===== src/rtl/jpeg_block_scheduler.sv =====
// jpeg_block_scheduler
// Walks the MCU grid of one JPEG frame and, inside each MCU, the component
// blocks for 4:4:4 or 4:2:0. It hands one block command at a time to the
// shared dequantise/IDCT/colour-convert datapath over valid/ready, and it caps
// the number of blocks in flight using the datapath's per-block completion pulse.

module jpeg_block_scheduler #(
  parameter int MCU_W   = 8,
  parameter int MAX_OUT = 2
) (
  input  logic             clk,
  input  logic             rst_n,
  input  logic             start,
  input  logic             abort,
  input  logic [MCU_W-1:0] mcus_x,
  input  logic [MCU_W-1:0] mcus_y,
  input  logic             mode_420,
  output logic             cmd_valid,
  input  logic             cmd_ready,
  output logic [1:0]       cmd_comp,
  output logic             cmd_qsel,
  output logic [2:0]       cmd_blk,
  output logic [MCU_W-1:0] cmd_mcu_x,
  output logic [MCU_W-1:0] cmd_mcu_y,
  input  logic             blk_done,
  output logic             busy,
  output logic             frame_done,
  output logic             err
);

  localparam int OW = $clog2(MAX_OUT + 1);
  localparam logic [OW-1:0] MAX_CNT = OW'(MAX_OUT);

  typedef enum logic [1:0] {
    S_IDLE,
    S_ISSUE,
    S_DRAIN,
    S_DONE
  } state_t;

  state_t state, state_next;

  // Latched frame geometry: the last column and last row index, with 0 mapped to 1 MCU.
  logic [MCU_W-1:0] x_max, y_max;
  logic             m420;

  // Position of the command currently being offered.
  logic [2:0]       blk;
  logic [MCU_W-1:0] x, y;

  logic [OW-1:0] outstanding, outstanding_next;

  logic start_ok;
  logic hs;
  logic blk_wrap, x_wrap, y_wrap, frame_last;
  logic done_ok;

  // Abort outranks start, so a start in the same cycle as abort is dropped.
  assign start_ok   = (state == S_IDLE) && start && !abort;
  assign hs         = cmd_valid && cmd_ready;
  assign blk_wrap   = m420 ? (blk == 3'd5) : (blk == 3'd2);
  assign x_wrap     = (x == x_max);
  assign y_wrap     = (y == y_max);
  assign frame_last = blk_wrap && x_wrap && y_wrap;
  assign done_ok    = blk_done && (outstanding != '0);

  // Issue is gated only by registered state, so a completion re-opens the window one cycle later.
  assign cmd_valid = (state == S_ISSUE) && (outstanding < MAX_CNT);

  assign cmd_blk   = blk;
  assign cmd_mcu_x = x;
  assign cmd_mcu_y = y;

  // Map the block index to its component and quantisation table for the active mode.
  always_comb begin
    cmd_comp = 2'd0;
    if (m420) begin
      if (blk == 3'd4) begin
        cmd_comp = 2'd1;
      end else if (blk == 3'd5) begin
        cmd_comp = 2'd2;
      end
    end else begin
      cmd_comp = blk[1:0];
    end
    cmd_qsel = (cmd_comp != 2'd0);
  end

  // State register.
  always_ff @(posedge clk) begin
    if (!rst_n) begin
      state <= S_IDLE;
    end else begin
      state <= state_next;
    end
  end

  // Next-state and status outputs; abort overrides whatever the state would do.
  always_comb begin
    state_next = state;
    busy       = 1'b1;
    frame_done = 1'b0;
    case (state)
      S_IDLE: begin
        busy = 1'b0;
        if (start_ok) begin
          state_next = S_ISSUE;
        end
      end
      S_ISSUE: begin
        if (hs && frame_last) begin
          state_next = S_DRAIN;
        end
      end
      S_DRAIN: begin
        if (outstanding_next == '0) begin
          state_next = S_DONE;
        end
      end
      S_DONE: begin
        frame_done = 1'b1;
        state_next = S_IDLE;
      end
      default: begin
        state_next = S_IDLE;
      end
    endcase
    if (abort) begin
      state_next = S_IDLE;
    end
  end

  // Geometry capture on start, then block/x/y advance on every handshake except the
  // final one, so the fields keep showing the last block after the frame is issued.
  always_ff @(posedge clk) begin
    if (!rst_n) begin
      x_max <= '0;
      y_max <= '0;
      m420  <= 1'b0;
      blk   <= 3'd0;
      x     <= '0;
      y     <= '0;
    end else if (start_ok) begin
      x_max <= (mcus_x == '0) ? '0 : mcus_x - 1'b1;
      y_max <= (mcus_y == '0) ? '0 : mcus_y - 1'b1;
      m420  <= mode_420;
      blk   <= 3'd0;
      x     <= '0;
      y     <= '0;
    end else if (!abort && hs && !frame_last) begin
      if (blk_wrap) begin
        blk <= 3'd0;
        if (x_wrap) begin
          x <= '0;
          y <= y + 1'b1;
        end else begin
          x <= x + 1'b1;
        end
      end else begin
        blk <= blk + 3'd1;
      end
    end
  end

  // In-flight count: a handshake and a completion in the same cycle cancel out.
  always_comb begin
    outstanding_next = outstanding;
    if (hs && !done_ok) begin
      outstanding_next = outstanding + OW'(1);
    end else if (!hs && done_ok) begin
      outstanding_next = outstanding - OW'(1);
    end
  end

  // In-flight count register; abort forgets everything already issued.
  always_ff @(posedge clk) begin
    if (!rst_n) begin
      outstanding <= '0;
    end else if (abort) begin
      outstanding <= '0;
    end else begin
      outstanding <= outstanding_next;
    end
  end

  // Sticky error for a completion that has no matching issued block; a new frame clears it.
  always_ff @(posedge clk) begin
    if (!rst_n) begin
      err <= 1'b0;
    end else if (start_ok) begin
      err <= 1'b0;
    end else if (blk_done && (outstanding == '0)) begin
      err <= 1'b1;
    end
  end

endmodule


===== config.mk =====
export PLATFORM = sky130hd
export DESIGN_NAME = jpeg_block_scheduler
export DESIGN_NICKNAME = d
export VERILOG_FILES = /design/src/rtl/jpeg_block_scheduler.sv
export SDC_FILE = /design/constraint.sdc
export NUM_CORES = 1
export LEC_CHECK = 0
export CAP_MARGIN = 40
export CORE_UTILIZATION = 30
export CTS_CLUSTER_SIZE = 24
export DETAILED_ROUTE_END_ITERATION = 12
export GPL_ROUTABILITY_DRIVEN = 0
export HOLD_SLACK_MARGIN = 0.02
export PLACE_DENSITY_LB_ADDON = 0.25
export SLEW_MARGIN = 20
export SYNTH_ARGS = -nofsm -noshare
export SYNTH_HDL_FRONTEND = slang
export SYNTH_SLANG_ARGS = --single-unit

===== constraint.sdc =====
create_clock -name clk -period 5.06 [get_ports clk]
set_clock_uncertainty 0.15 [all_clocks]
set_input_delay 1.518 -clock clk [delete_from_list [all_inputs] [get_ports clk]]
set_output_delay 1.518 -clock clk [all_outputs]
set_load 0.05 [all_outputs]

==> flow_summary.ini <==
[synthesis]
syn_area_per_cell_um2 = 8.26
async_reset_ff_share_pct = 0
synthSimpleGateAreaFrac_pct = 23.8
synthAdderAreaFrac_pct = 8.36
synth_top_family_by_area = simple AND/OR/NAND/NOR gates
synth_top_area_cell = dfxtp_1
yosys.area.top_type_share_pct = 34.3
synth_edf_count = 0
synth-compound-area-share_pct = 15.2
synthesis.area_mm2 = 0.00240
synthXorXnorAreaFrac_pct = 14.3
synth.area.top_cells = dfxtp_1, ha_1, xnor2_1, xor2_1, nand2_1
muxShareOfSynthArea_pct = 0.836
synthesis.instances = 290
synth_nets = 329
yosysWarnings = 0
ys.flop_type = dfxtp_1
ys_seq_area_share_pct = 34.3
ys_ff_latch = 41
synth_cell_type_count = 42

[power_and_ir_drop]
p_leak_nw = 1.17
powerDensity_mw_per_mm2 = 218
power_w = 0.000672
ir_worst_vdd_mv = 0.0970

[drt]
dr.pass1.iters = 5
drt_first_iter_violations = 89
ant_nets = 0
avgViaCountPerCell = 4.84
finalWirelength_mm = 5.42
vias = 2141
drc = 0
wl_per_cell_um = 12.3

[setup_path]
path_class = reg2out
cpMaxStageDelayCell = clkdlybuf4s50_1
reg2reg_slack_ns = 2.23
cp.required_ns = 3.39
worstReg2RegStart = cmd_blk[0]
cp_max_fo = 6
cp.arrival_ns = 2.23
crit_chain = inv_1 -> ha_1 -> nand4b_1 -> o21ai_0 -> or2_2 -> clkdlybuf4s50_1
r2r-end = cmd_mcu_x[6]
endpoint_kind = primary output
r2r_cells = 8
slowest_delay_ns = 0.78
cp-start-kind = flop

[timing]
setup_viol = 0
worst_slack_ns = 1.16
fin_crit_sh_pct = 77.1
period_needed_ns = 3.90
drv_slew = 0
relSlewSlack_pct = 49.6
hold_viol_final = 0
fmax_mhz = 256
rsz0062_at_grt = no
fin_tns_setup_ns = 0
worst_pin_slew_ns = 0.756

[grt]
gr-usage-met2_pct = 22.7
use_met1_pct = 17.1
grt_use_total_pct = 13.9
grt_use_met3_pct = 3.77
antenna_found_initial = 0
grt_busiest_layer = met2
gr-total-overflow = 0
grt_pass1_wl_mm = 9.37
grt_max_degree = 23
grt_pass1_vias = 2030

[clock_tree]
clock_latency_ns = 0.29
clockRootBuffer = clkbuf_8
cts_setup_buffers = 0
clk_pin_slew_ns = 0.08
tritoncts = built
hold_buffers = 0
clockBufferDepth = 2
cts_buffers = 5
cts-htree-levels = 2
cts.sinks = 41
ctsResizeCount = 0

[floorplan]
core_area_mm2 = 0.00773
rows = 32
die_x_um = 91.4
dieArea_mm2 = 0.00835
start_util_pct = 31.0
ios = 49
fp.dieH_um = 91.4

[final_layout]
layout.cells.non_filler = 442
diodes = 0
nNetsFinal = 378
final_layout_size_suffix_gt1_share_pct = 4.71
areaGrowthSynthToFinish_pct = 28.8

[placement]
dpl_worst_slack_ns = 1.08
dpl.cell_count = 434
place_hpwl_mm = 4.24
port-buffer-count = 48

[worst_hold_path]
hold_class = reg2reg
hp-start = x_max[4]
holdPathEnd = x_max[4]
holdPathStages = 2

[run_status]
run_status = finished clean

[run]
drv_cap = 0
-- cells by family after synthesis --
family	Yosys count
AOI/OAI and AO/OA	55
xor gates and xnor gates	39
adders and majority gates	16
buffers and inverters	21
DFF	41
muxes	2
and+or+nand+nor	116
-- where the power goes --
part | switching [W] | total (W) | internal [W]
Combinational | 0.0000548 | 0.0000984 | 0.0000436
Clock | 0.000111 | 0.000234 | 0.000123
Sequential | 0.00000713 | 0.000339 | 0.000332
-- cell usage in the layout, fill, tap and decap left out, types with 4 or more instances in the layout --
master and count:
xnor2_1 20, nand2_1 43, ha_1 16, xor2_1 19
nand3_1 11, clkbuf_8 7, o211ai_1 6, o21ai_0 24
clkdlybuf4s50_1 48, or4_1 4, nor3_1 4, a21oi_1 6
nand4_1 5, nor4_1 9, nor2_1 20, inv_1 14
dfxtp_1 41
-- area by class of cell --
| cell class | count | area (um^2) |
|---|---|---|
| tap | 102 | 128 |
| timing repair buffer | 49 | 488 |
| inverter | 14 | 52.6 |
| sequential | 41 | 821 |
| multi-input combinational | 228 | 1500 |
| clock buffer | 7 | 96.3 |
| clock inverter | 1 | 5.00 |
| fill | 782 | 4640 |
-- critical path, delay by kind of cell, from the launching register on --
| kind | cells | cell delay, ns |
|---|---|---|
| flops | 1 | 0.43 |
| compound gates | 1 | 0.10 |
| buf+inv | 2 | 0.89 |
| fa+ha+maj | 1 | 0.21 |
| simple gates | 2 | 0.30 |
-- worst max path at each step --
stage          startpoint      endpoint  slack (ns)  cells past startpoint
2_1_floorplan  cmd_blk[0]      cmd_qsel        0.95                      3
5_1_grt        cmd_blk[0]      cmd_qsel        0.99                      6
4_1_cts        cmd_blk[0]      cmd_qsel        1.12                      6
3_5_place_dp    cmd_ready  cmd_mcu_y[5]        1.08                      7
6_report       cmd_blk[0]      cmd_qsel        1.16                      6
3_3_place_gp    cmd_ready  cmd_mcu_y[5]        1.11                      7
-- routing by layer --
layer | up-vias | share of wire (%)
li1 | 1112 | -
met1 | 964 | 48
met2 | 54 | 46
met3 | 11 | 4.6
met4 | 0 | 2.0
met5 | - | 0
-- flip-flops by register name, indices dropped and copies added, names as in the netlist --
name,count
cmd_mcu_y,8
m420,1
outstanding,2
y_max,8
cmd_blk,3
x_max,8
err,1
state,2
cmd_mcu_x,8
-- cells in the mapped netlist, drive strengths merged, types with 5 or more instances --
master	instances
inv	14
a21oi	6
xnor2	20
nand2	43
nor4	9
xor2	19
nand3	11
dfxtp	41
ha	16
nor2	20
o211ai	6
nand4	5
o21ai	25
clkbuf	7
-- through the flow --
stage | cell area (um^2) | hold WS (ns) | util, %
2_1_floorplan | 2400 | 0.294 | -
3_3_place_gp | 2990 | 0.309 | 38.6
3_5_place_dp | 2990 | 0.314 | 38.6
4_1_cts | 3090 | 0.333 | 39.9
5_1_grt | 3090 | 0.353 | 39.9
6_report | 3090 | 0.328 | 39.9
No activity file was read; power rests on OpenSTA's default activity.
